$ cat config.mk
export PLATFORM = sky130hd
export DESIGN_NAME = des_key_schedule
export DESIGN_NICKNAME = d
export VERILOG_FILES = /design/src/rtl/des_pkg.sv /design/src/rtl/des_pc2.sv /design/src/rtl/des_key_schedule.sv
export SDC_FILE = /design/constraint.sdc
export NUM_CORES = 1
export LEC_CHECK = 0
export ABC_AREA = 1
export CAP_MARGIN = 0
export CORE_MARGIN = 8
export CORE_UTILIZATION = 57
export DETAILED_ROUTE_END_ITERATION = 10
export PLACE_DENSITY = 0.87
export SLEW_MARGIN = 20
export SYNTH_ARGS = -nofsm -noshare
export SYNTH_HDL_FRONTEND = slang
export SYNTH_SLANG_ARGS = --single-unit
$ cat constraint.sdc
create_clock -name clk -period 3.8 [get_ports clk]
set_input_delay 0.38 -clock clk [delete_from_list [all_inputs] [get_ports clk]]
set_output_delay 0.38 -clock clk [all_outputs]
set_load 0.01 [all_outputs]
$ cat src/rtl/des_pkg.sv
// Shared DES key-schedule constants: PC-1/PC-2 tables, shift schedule, modes, FSM states.
// Latency: none (package of constants and pure helper functions).
// Backpressure: not applicable.
package des_pkg;

  typedef enum logic {
    IDLE = 1'b0,
    RUN  = 1'b1
  } state_t;

  localparam logic MODE_ENC = 1'b0;
  localparam logic MODE_DEC = 1'b1;

  // PC-1: entry n is the key bit (DES numbering, 1 = MSB) that lands in C/D bit n+1.
  localparam int unsigned PC1 [0:55] = '{
    57, 49, 41, 33, 25, 17,  9,
     1, 58, 50, 42, 34, 26, 18,
    10,  2, 59, 51, 43, 35, 27,
    19, 11,  3, 60, 52, 44, 36,
    63, 55, 47, 39, 31, 23, 15,
     7, 62, 54, 46, 38, 30, 22,
    14,  6, 61, 53, 45, 37, 29,
    21, 13,  5, 28, 20, 12,  4
  };

  // PC-2: entry n is the C/D bit that lands in round-key bit n+1.
  localparam int unsigned PC2 [0:47] = '{
    14, 17, 11, 24,  1,  5,
     3, 28, 15,  6, 21, 10,
    23, 19, 12,  4, 26,  8,
    16,  7, 27, 20, 13,  2,
    41, 52, 31, 37, 47, 55,
    30, 40, 51, 45, 33, 48,
    44, 49, 39, 56, 34, 53,
    46, 42, 50, 36, 29, 32
  };

  // SHIFT(r) for round r = 1..16 lives at index r-1.
  localparam int unsigned SHIFT [0:15] = '{
    1, 1, 2, 2, 2, 2, 2, 2, 1, 2, 2, 2, 2, 2, 2, 1
  };

  // Left rotate a 28-bit half (bit 1 = MSB) by 1 or, when two is set, by 2.
  function automatic logic [1:28] rotl28(input logic [1:28] x, input logic two);
    return two ? {x[3:28], x[1:2]} : {x[2:28], x[1]};
  endfunction

  // Right rotate a 28-bit half by 1 or, when two is set, by 2.
  function automatic logic [1:28] rotr28(input logic [1:28] x, input logic two);
    return two ? {x[27:28], x[1:26]} : {x[28], x[1:27]};
  endfunction

endpackage

$ cat src/rtl/des_pc2.sv
// DES PC-2 compression: 56-bit C/D register to 48-bit round key, pure wiring.
// Latency: combinational, zero cycles.
// Backpressure: none; output follows input.
module des_pc2
  import des_pkg::*;
(
  input  logic [1:56] cd_i,
  output logic [1:48] rk_o
);

  for (genvar i = 0; i < 48; i++) begin : g_bit
    assign rk_o[i+1] = cd_i[PC2[i]];
  end

  // PC-2 discards these eight C/D bits by construction.
  logic unused_dropped;
  assign unused_dropped = ^{cd_i[9], cd_i[18], cd_i[22], cd_i[25],
                            cd_i[35], cd_i[38], cd_i[43], cd_i[54]};

endmodule

$ cat src/rtl/des_key_schedule.sv
// Sequential DES round-key generator: 16 keys, K1..K16 (encrypt) or K16..K1 (decrypt).
// Latency: first key one cycle after start, then one key per handshake; done 17 cycles after start.
// Backpressure: rk_ready low holds CD, rk_index and round_key; rk_valid stays high.
module des_key_schedule
  import des_pkg::*;
(
  input  logic        clk,
  input  logic        rst_n,
  input  logic [1:64] key_in,
  input  logic        mode,
  input  logic        start,
  output logic        busy,
  output logic        rk_valid,
  input  logic        rk_ready,
  output logic [3:0]  rk_index,
  output logic [1:48] round_key,
  output logic        done
);

  state_t      state_q, state_d;
  logic [1:56] cd_q, cd_d;
  logic [4:0]  idx_q, idx_d;
  logic        mode_q, mode_d;
  logic        done_q, done_d;

  // PC-1 straight from the key pins; parity bits (every 8th) never reach CD.
  logic [1:56] pc1_key;
  for (genvar i = 0; i < 56; i++) begin : g_pc1
    assign pc1_key[i+1] = key_in[PC1[i]];
  end

  logic unused_parity;
  assign unused_parity = ^{key_in[8],  key_in[16], key_in[24], key_in[32],
                           key_in[40], key_in[48], key_in[56], key_in[64]};

  // Encrypt advances to K(i+1) using SHIFT(i+1), stored at index i.
  // Decrypt steps back from K(17-i) to K(16-i), undoing SHIFT(17-i) at index 16-i;
  // for i in 1..15 that index is just -i modulo 16.
  logic [3:0] sel_enc, sel_dec;
  logic       two_enc, two_dec;
  assign sel_enc = idx_q[3:0];
  assign sel_dec = 4'd0 - idx_q[3:0];
  assign two_enc = (SHIFT[sel_enc] == 2);
  assign two_dec = (SHIFT[sel_dec] == 2);

  // Next-state: load on start in IDLE, step CD on each accepted key in RUN.
  always_comb begin
    state_d = state_q;
    cd_d    = cd_q;
    idx_d   = idx_q;
    mode_d  = mode_q;
    done_d  = 1'b0;
    case (state_q)
      IDLE: begin
        if (start) begin
          mode_d  = mode;
          idx_d   = 5'd1;
          state_d = RUN;
          if (mode == MODE_DEC) begin
            cd_d = pc1_key;
          end else begin
            cd_d = {rotl28(pc1_key[1:28], 1'b0), rotl28(pc1_key[29:56], 1'b0)};
          end
        end
      end
      RUN: begin
        if (rk_ready) begin
          if (idx_q == 5'd16) begin
            state_d = IDLE;
            idx_d   = 5'd0;
            done_d  = 1'b1;
          end else begin
            idx_d = idx_q + 5'd1;
            if (mode_q == MODE_DEC) begin
              cd_d = {rotr28(cd_q[1:28], two_dec), rotr28(cd_q[29:56], two_dec)};
            end else begin
              cd_d = {rotl28(cd_q[1:28], two_enc), rotl28(cd_q[29:56], two_enc)};
            end
          end
        end
      end
      default: state_d = IDLE;
    endcase
  end

  // State register with synchronous active-low reset.
  always_ff @(posedge clk) begin
    if (!rst_n) begin
      state_q <= IDLE;
      cd_q    <= '0;
      idx_q   <= '0;
      mode_q  <= MODE_ENC;
      done_q  <= 1'b0;
    end else begin
      state_q <= state_d;
      cd_q    <= cd_d;
      idx_q   <= idx_d;
      mode_q  <= mode_d;
      done_q  <= done_d;
    end
  end

  assign busy     = (state_q == RUN);
  assign rk_valid = (state_q == RUN);
  assign rk_index = idx_q[3:0];  // sequence number 16 shows as 4'h0
  assign done     = done_q;

  des_pc2 u_pc2 (
    .cd_i (cd_q),
    .rk_o (round_key)
  );

endmodule

### Word level (Yosys, flattened, before mapping)

Memories as Yosys holds them, arrays and structs flattened.
Index checks and enable logic that the tools add are counted.

| word-level totals | value |
|---|---|
| memories | 2 |
| ROM bits | 1,024 |
| bits in registers | 64 |
| output and inout bits | 55 |
| input bits | 69 |
| logic and storage cells | 47 |

Memories:

| name | depth | width | rd ports | clocked after memory_dff | write ports | RTL line | RTL |
|---|---|---|---|---|---|---|---|
| (no name shown) | 16 | 32 | 1 | 0 | 0 | des_key_schedule.sv:44 | `assign two_dec = (SHIFT[sel_dec] == 2);` |
| (no name shown) | 16 | 32 | 1 | 0 | 0 | des_key_schedule.sv:43 | `assign two_enc = (SHIFT[sel_enc] == 2);` |

| cells by class | value |
|---|---|
| equality and inequality tests | 6 |
| reduce and logical (&&, ||, !) cells | 4 |
| $add $sub $neg | 2 |
| $lt $le $gt $ge | 2 |
| muxes and demuxes | 23 |
| bitwise gates (word level) | 3 |

Operator list:

| cell | number |
|---|---|
| 56-bit two-way mux | 5 |
| 32-bit two-way mux | 4 |
| 28-bit two-way mux | 4 |
| 56-bit case mux with 2 select lines | 1 |
| 32-bit by 2-bit equality test with 1-bit output, second input constant | 2 |
| 5-bit two-way mux | 3 |
| 5-bit greater-or-equal comparator, second input constant | 2 |
| 4-bit inverter with 5-bit output | 2 |
| 5-bit case mux with 2 select lines | 1 |
| 2-bit inequality test, second input constant | 3 |
| 3-bit AND reduction | 2 |
| 5-bit by 1-bit adder with 5-bit output, second input constant | 1 |
| 5-bit equality test, second input constant | 1 |
| 1-bit two-way mux | 4 |
| 2-bit AND reduction | 2 |
| 1-bit by 4-bit subtractor with 4-bit output, first input constant | 1 |
| 1-bit case mux with 2 select lines | 1 |
| 1-bit inverter | 1 |

### Longest topological paths before layout

| depth | value |
|---|---|
| depth in word-level cells | 11 |
| gate-level depth with buffers | 15 |
| gate-level depth less buffers | 13 |

### Modules after synthesis

A second synthesis with hierarchy kept.

| unflattened totals | value |
|---|---|
| cell total of the unflattened synthesis | 1,094 |
| area, all modules | 6,132.1 um2 |

Modules (own cells, without submodules):

| module | area an instance (um2) | cells each | times used |
|---|---|---|---|
| des_key_schedule | 5,771.8 | 1,046 | 1 |
| des_pc2 | 360.3 | 48 | 1 |

### Worst setup path after synthesis

OpenSTA, ideal clock, no wires.

| timing path | value |
|---|---|
| kind | register to register |
| from | reg idx_q[1] |
| to | reg cd_q[37] (netlist bit) |
| path slack | 1.901 ns |
| cell stages (with the launch flop) | 15 |
| data required time | 3.668 ns |
| path buffers | 2 |
| arrival time | 1.766 ns |
| cells stage by stage | dfxtp_1 -> inv_1 -> ha_1 -> inv_1 -> nand2_1 -> a21oi_1 -> nand2_2 -> o21ai_2 -> buf_6 -> buf_6 -> nand2_1 -> nand3_1 -> nand2_1 -> nand2_1 -> a21oi_1 |

| between the ends | value |
|---|---|
| longest elaborated chain between the ends | 11 |
| elaborated cells between the ends (all ways) | 20 |
| classes of those cells | add/sub (1); eq/ne (4); mux (10); bitwise (2); reduce/logical (1); memory (2) |

Ends and longest elaborated chain:

| what | RTL line | RTL |
|---|---|---|
| start, declared | des_key_schedule.sv:22 | `logic [4:0] idx_q, idx_d;` |
| start signal, assigned | des_key_schedule.sv:97 | `idx_q <= idx_d;` |
| 1-bit by 4-bit subtractor with 4-bit output | des_key_schedule.sv:42 | `assign sel_dec = 4'd0 - idx_q[3:0];` |
| 4-bit inverter with 5-bit output (implied by the code) | des_key_schedule.sv:44 |  |
| memory 16 x 32 bit | n/a |  |
| 32-bit two-way mux (implied by the code) (2 in series) | des_key_schedule.sv:44 |  |
| 32-bit by 2-bit equality test with 1-bit output | des_key_schedule.sv:44 |  |
| 28-bit two-way mux | des_pkg.sv:50 | `return two ? {x[27:28], x[1:26]} : {x[28], x[1:27]};` |
| 56-bit two-way mux | des_key_schedule.sv:74 | `if (mode_q == MODE_DEC) begin` |
| 56-bit two-way mux | des_key_schedule.sv:68 | `if (idx_q == 5'd16) begin` |
| 56-bit two-way mux | des_key_schedule.sv:67 | `if (rk_ready) begin` |
| 56-bit case mux with 2 select lines | des_key_schedule.sv:53 | `case (state_q)` |
| end signal, assigned | des_key_schedule.sv:90 | `cd_q <= '0;` |
| end signal, assigned | des_key_schedule.sv:96 | `cd_q <= cd_d;` |
| end, declared | des_key_schedule.sv:21 | `logic [1:56] cd_q, cd_d;` |

Parallel ways exist; a longest one is shown, timed or not. The select of a mux whose other input is x is not followed.
A chain may end at the register's enable or synchronous reset.

### Final worst setup path

| timing path | value |
|---|---|
| from | reg idx_q[1] |
| to | reg cd_q[41] (netlist bit) |

The elaborated chain is that of the path after synthesis.

==> reports/qor.csv <==
stage,metric,value,unit
sta,fmax,0.3769,GHz
pwr,irDropWorstVdd,0.1928,mV
pwr,power.leakage,2.977,nW
pwr,p_clk_frac,0.260,
synth,syn_area_per_cell,5.639,um^2
route,dr_total_vias,7015,
global_route,grt_antenna_before_repair,0,
synth,synth_edf_count,0,
cts,numCtsBuffers,9,
global_route,grt_start_max_net_pins,84,
floorplan,io_count,124,
route,finalWirelength,18.42,mm
final_layout,fin_nets,1168,
sta,slew_violations,0,
floorplan,initial_utilization,0.5761,
place,dp_worst_setup_slack,1255,ps
sta,fin_crit,2653,ps
cts,ctsRootBufferMaster,sky130_fd_sc_hd__clkbuf_8,
synth,syn_nets,1168,
place,finalWeightedCongestion,0.8345,
floorplan,die_height,120.0,um
route,drcViolationCount,0,
route,first_pass_iters,5,
final_layout,total_area_of_sequential_cells,1284,um^2
floorplan,die-width,120.0,um
cts,cts_setup_buffers,0,
critical_path,start_kind,flop,
synth,syn_inst,1093,
cts,cts-hold-fix-buffers,0,
critical_path,critical_path.startpoint,idx_q[1],
floorplan,coreArea,10700,um^2
final_layout,num-fill-cells,1034,
final_layout,fraction_of_layout_cells_with_a_size_suffix_above_1,0.04372,
floorplan,area_of_the_die,14400,um^2
sta,clock-skew-final,7.310,ps
global_route,first_global_vias,6147,
sta,postLayoutSetupSlackWorst,1147,ps
critical_path,critical_path_maximum_fanout,23,
synth,synth.top_cells.by_count,"229 x sky130_fd_sc_hd__nand2_1, 194 x sky130_fd_sc_hd__a21oi_1, 185 x sky130_fd_sc_hd__nand3_1",
synth,synth_cell_type_count,22,
pwr,power.density,330.8,nW/um^2
synth,synth-warning-count,0,
floorplan,floorplan.rows,38,
route,routed_via_density,5.666,
synth,synthArstFlopShare,0,
critical_path,critical_path_class,reg2reg,
pwr,intPower,1.395,mW
status,outcome,completed,
sta,slew-limit-headroom,0.4106,
final_layout,final_instance_area,6953,um^2
flow_run,drv_cap,0,
cts,clock_sinks,64,
cts,worstSkewPairLatency,350,ps
synth,yosys-top-cells-area,"sky130_fd_sc_hd__dfxtp_1 21%, sky130_fd_sc_hd__a21oi_1 16%, sky130_fd_sc_hd__nand3_1 15%",
synth,ys_seq_elements,64,
pwr,power.switching_fraction,0.3935,
critical_path,crit_path_end_kind,flop,
critical_path,worst-r2r-setup-slack,1150,ps
sta,final-setup-viol-count,0,
global_route,globalRouteTotalUtil,0.2504,
place,placed_area,6765,um^2
sta,timing.final.crit_share,0.6982,
pwr,p_sw,0.9050,mW
final_layout,multi_input_comb_area,3672,um^2
route,drtIter0Drc,815,
critical_path,worst_r2r_startpoint,idx_q[1],
cts,cts_htree_levels,3,
synth,synth_largest_type_area_fraction,0.2079,
synth,syn-cell-area,6163,um^2
hold_path,tightest_hold_check_type,reg2reg,
synth,yosysSeqAreaShare,0.2079,
cts,clockBufferDepth,2,
synth,synthFlopType,sky130_fd_sc_hd__dfxtp_1,
cts,cts_tree,yes,
hold_path,hold_path.startpoint,cd_q[29],
pwr,p_comb_frac,0.385,
pwr,share_seq_of_total_power,0.356,
synth,yosysMostFrequentCell,sky130_fd_sc_hd__nand2_1,
synth,synth_top_area_cell,sky130_fd_sc_hd__dfxtp_1,
place,port_buffers,115,
sta,final.setup.tns,0,ps
sta,finalHoldViolCount,0,
route,detail-route-antenna-nets,0,
sta,worstMarginPinSlew,883.2,ps
final_layout,syn_to_final_growth,12.81,%
critical_path,data_arrival_critical_path,2940,ps
global_route,globalRoute.totalOverflow,0,
cts,cts.clk_slew.worst_paths,80,ps
route,wire_per_inst,14.88,um
sta,unrepaired_setup_endpoints_after_global_routing,no,
global_route,grt_first_pass_wirelength,30.59,mm
place,hpwl,11.39,mm
critical_path,cp_data_required_time,4080,ps
final_layout,number_of_antenna_diodes,0,
cts,post_cts.resized_instances,0,
-- worst max-delay path, stage by stage, from the launching register on --
cell and delay, ps:
sky130_fd_sc_hd__dfxtp_1 580, sky130_fd_sc_hd__inv_1 180, sky130_fd_sc_hd__ha_1 240, sky130_fd_sc_hd__nand2_1 100
sky130_fd_sc_hd__nand3_1 70, sky130_fd_sc_hd__nand2_1 140, sky130_fd_sc_hd__inv_1 70, sky130_fd_sc_hd__nand2_2 370
sky130_fd_sc_hd__buf_4 330, sky130_fd_sc_hd__nand3_1 110, sky130_fd_sc_hd__nand3_1 110, sky130_fd_sc_hd__nand3_1 90
sky130_fd_sc_hd__a21oi_1 170
-- logic make-up after synthesis --
logic type,count (synthesis),share of synthesized area
AND/OR/NAND/NOR,498,0.3441
AO/OA/AOI/OAI,284,0.2326
buffers and inverters,239,0.2004
flip-flops,64,0.2079
adder cells (fa/ha/maj),6,0.01218
XOR/XNOR,2,0.002843
-- cell type report --
class / count / area share
clock inverters: 6 / 0.008638
inverters: 96 / 0.05183
well taps: 140 / 0.02519
repair buffers: 132 / 0.1832
flip-flops and latches: 64 / 0.1846
multi-input cells: 790 / 0.5282
clock buffers: 10 / 0.01836
-- sequential cells by signal, summed over array words and instances (netlist names) --
register and count:
cd_q 56, busy 1, idx_q 5, mode_q 1, done 1
-- layout by cell type (no fill, tap or decap), types with 2 or more instances in the layout --
cell type,synthesis,layout
sky130_fd_sc_hd__nand3_1,185,185
sky130_fd_sc_hd__buf_4,58,17
sky130_fd_sc_hd__ha_1,6,6
sky130_fd_sc_hd__nor2_1,78,77
sky130_fd_sc_hd__dfxtp_1,64,62
sky130_fd_sc_hd__nor2_4,1,2
sky130_fd_sc_hd__o21ai_0,83,83
sky130_fd_sc_hd__o21ai_4,0,2
sky130_fd_sc_hd__clkbuf_8,0,9
sky130_fd_sc_hd__clkdlybuf4s50_1,0,114
sky130_fd_sc_hd__a21oi_1,194,194
sky130_fd_sc_hd__o21ai_1,3,3
sky130_fd_sc_hd__nand2_1,229,228
sky130_fd_sc_hd__dfxtp_2,0,2
sky130_fd_sc_hd__nand2_2,4,5
sky130_fd_sc_hd__xor2_1,2,2
sky130_fd_sc_hd__inv_1,93,92
sky130_fd_sc_hd__clkinvlp_4,0,2
sky130_fd_sc_hd__clkinv_2,0,3
sky130_fd_sc_hd__inv_2,3,4
-- final timing paths --
check / to / cells past startpoint
setup / recovery: cd_q[41] / 12
hold / removal: cd_q[29] / 2
setup reg to reg: cd_q[41] / 12
hold reg to reg: cd_q[29] / 2
-- metrics by stage --
step	utilization	hold WS [ps]	total power, mW	cells
2_1_floorplan	-	470.6	1.498	1093
3_3_place_gp	0.6324	484.9	1.690	1222
3_5_place_dp	0.6324	491.6	1.703	1222
4_1_cts	0.6499	504.8	2.286	1238
5_1_grt	0.6499	527.3	2.440	1238
6_report	0.6499	505.7	2.300	1238
-- power groups by stage --
stage,logic (mW),clock network (mW),registers (mW)
floorplan,0.697,0,0.801
global placement,0.859,0,0.831
detailed placement,0.873,0,0.830
CTS,0.878,0.593,0.815
global route,0.990,0.622,0.828
finish,0.885,0.597,0.819
-- metal layers --
metal  wire length [um]  GRT usage  vias to the layer above
met5                  0          0                        -
met4                275    0.06479                        0
met3               1993    0.06153                       26
met2               8197     0.3954                      352
met1               7950     0.3339                     3105
li1                   -          -                     3532
(Power assumes the default switching activity.)
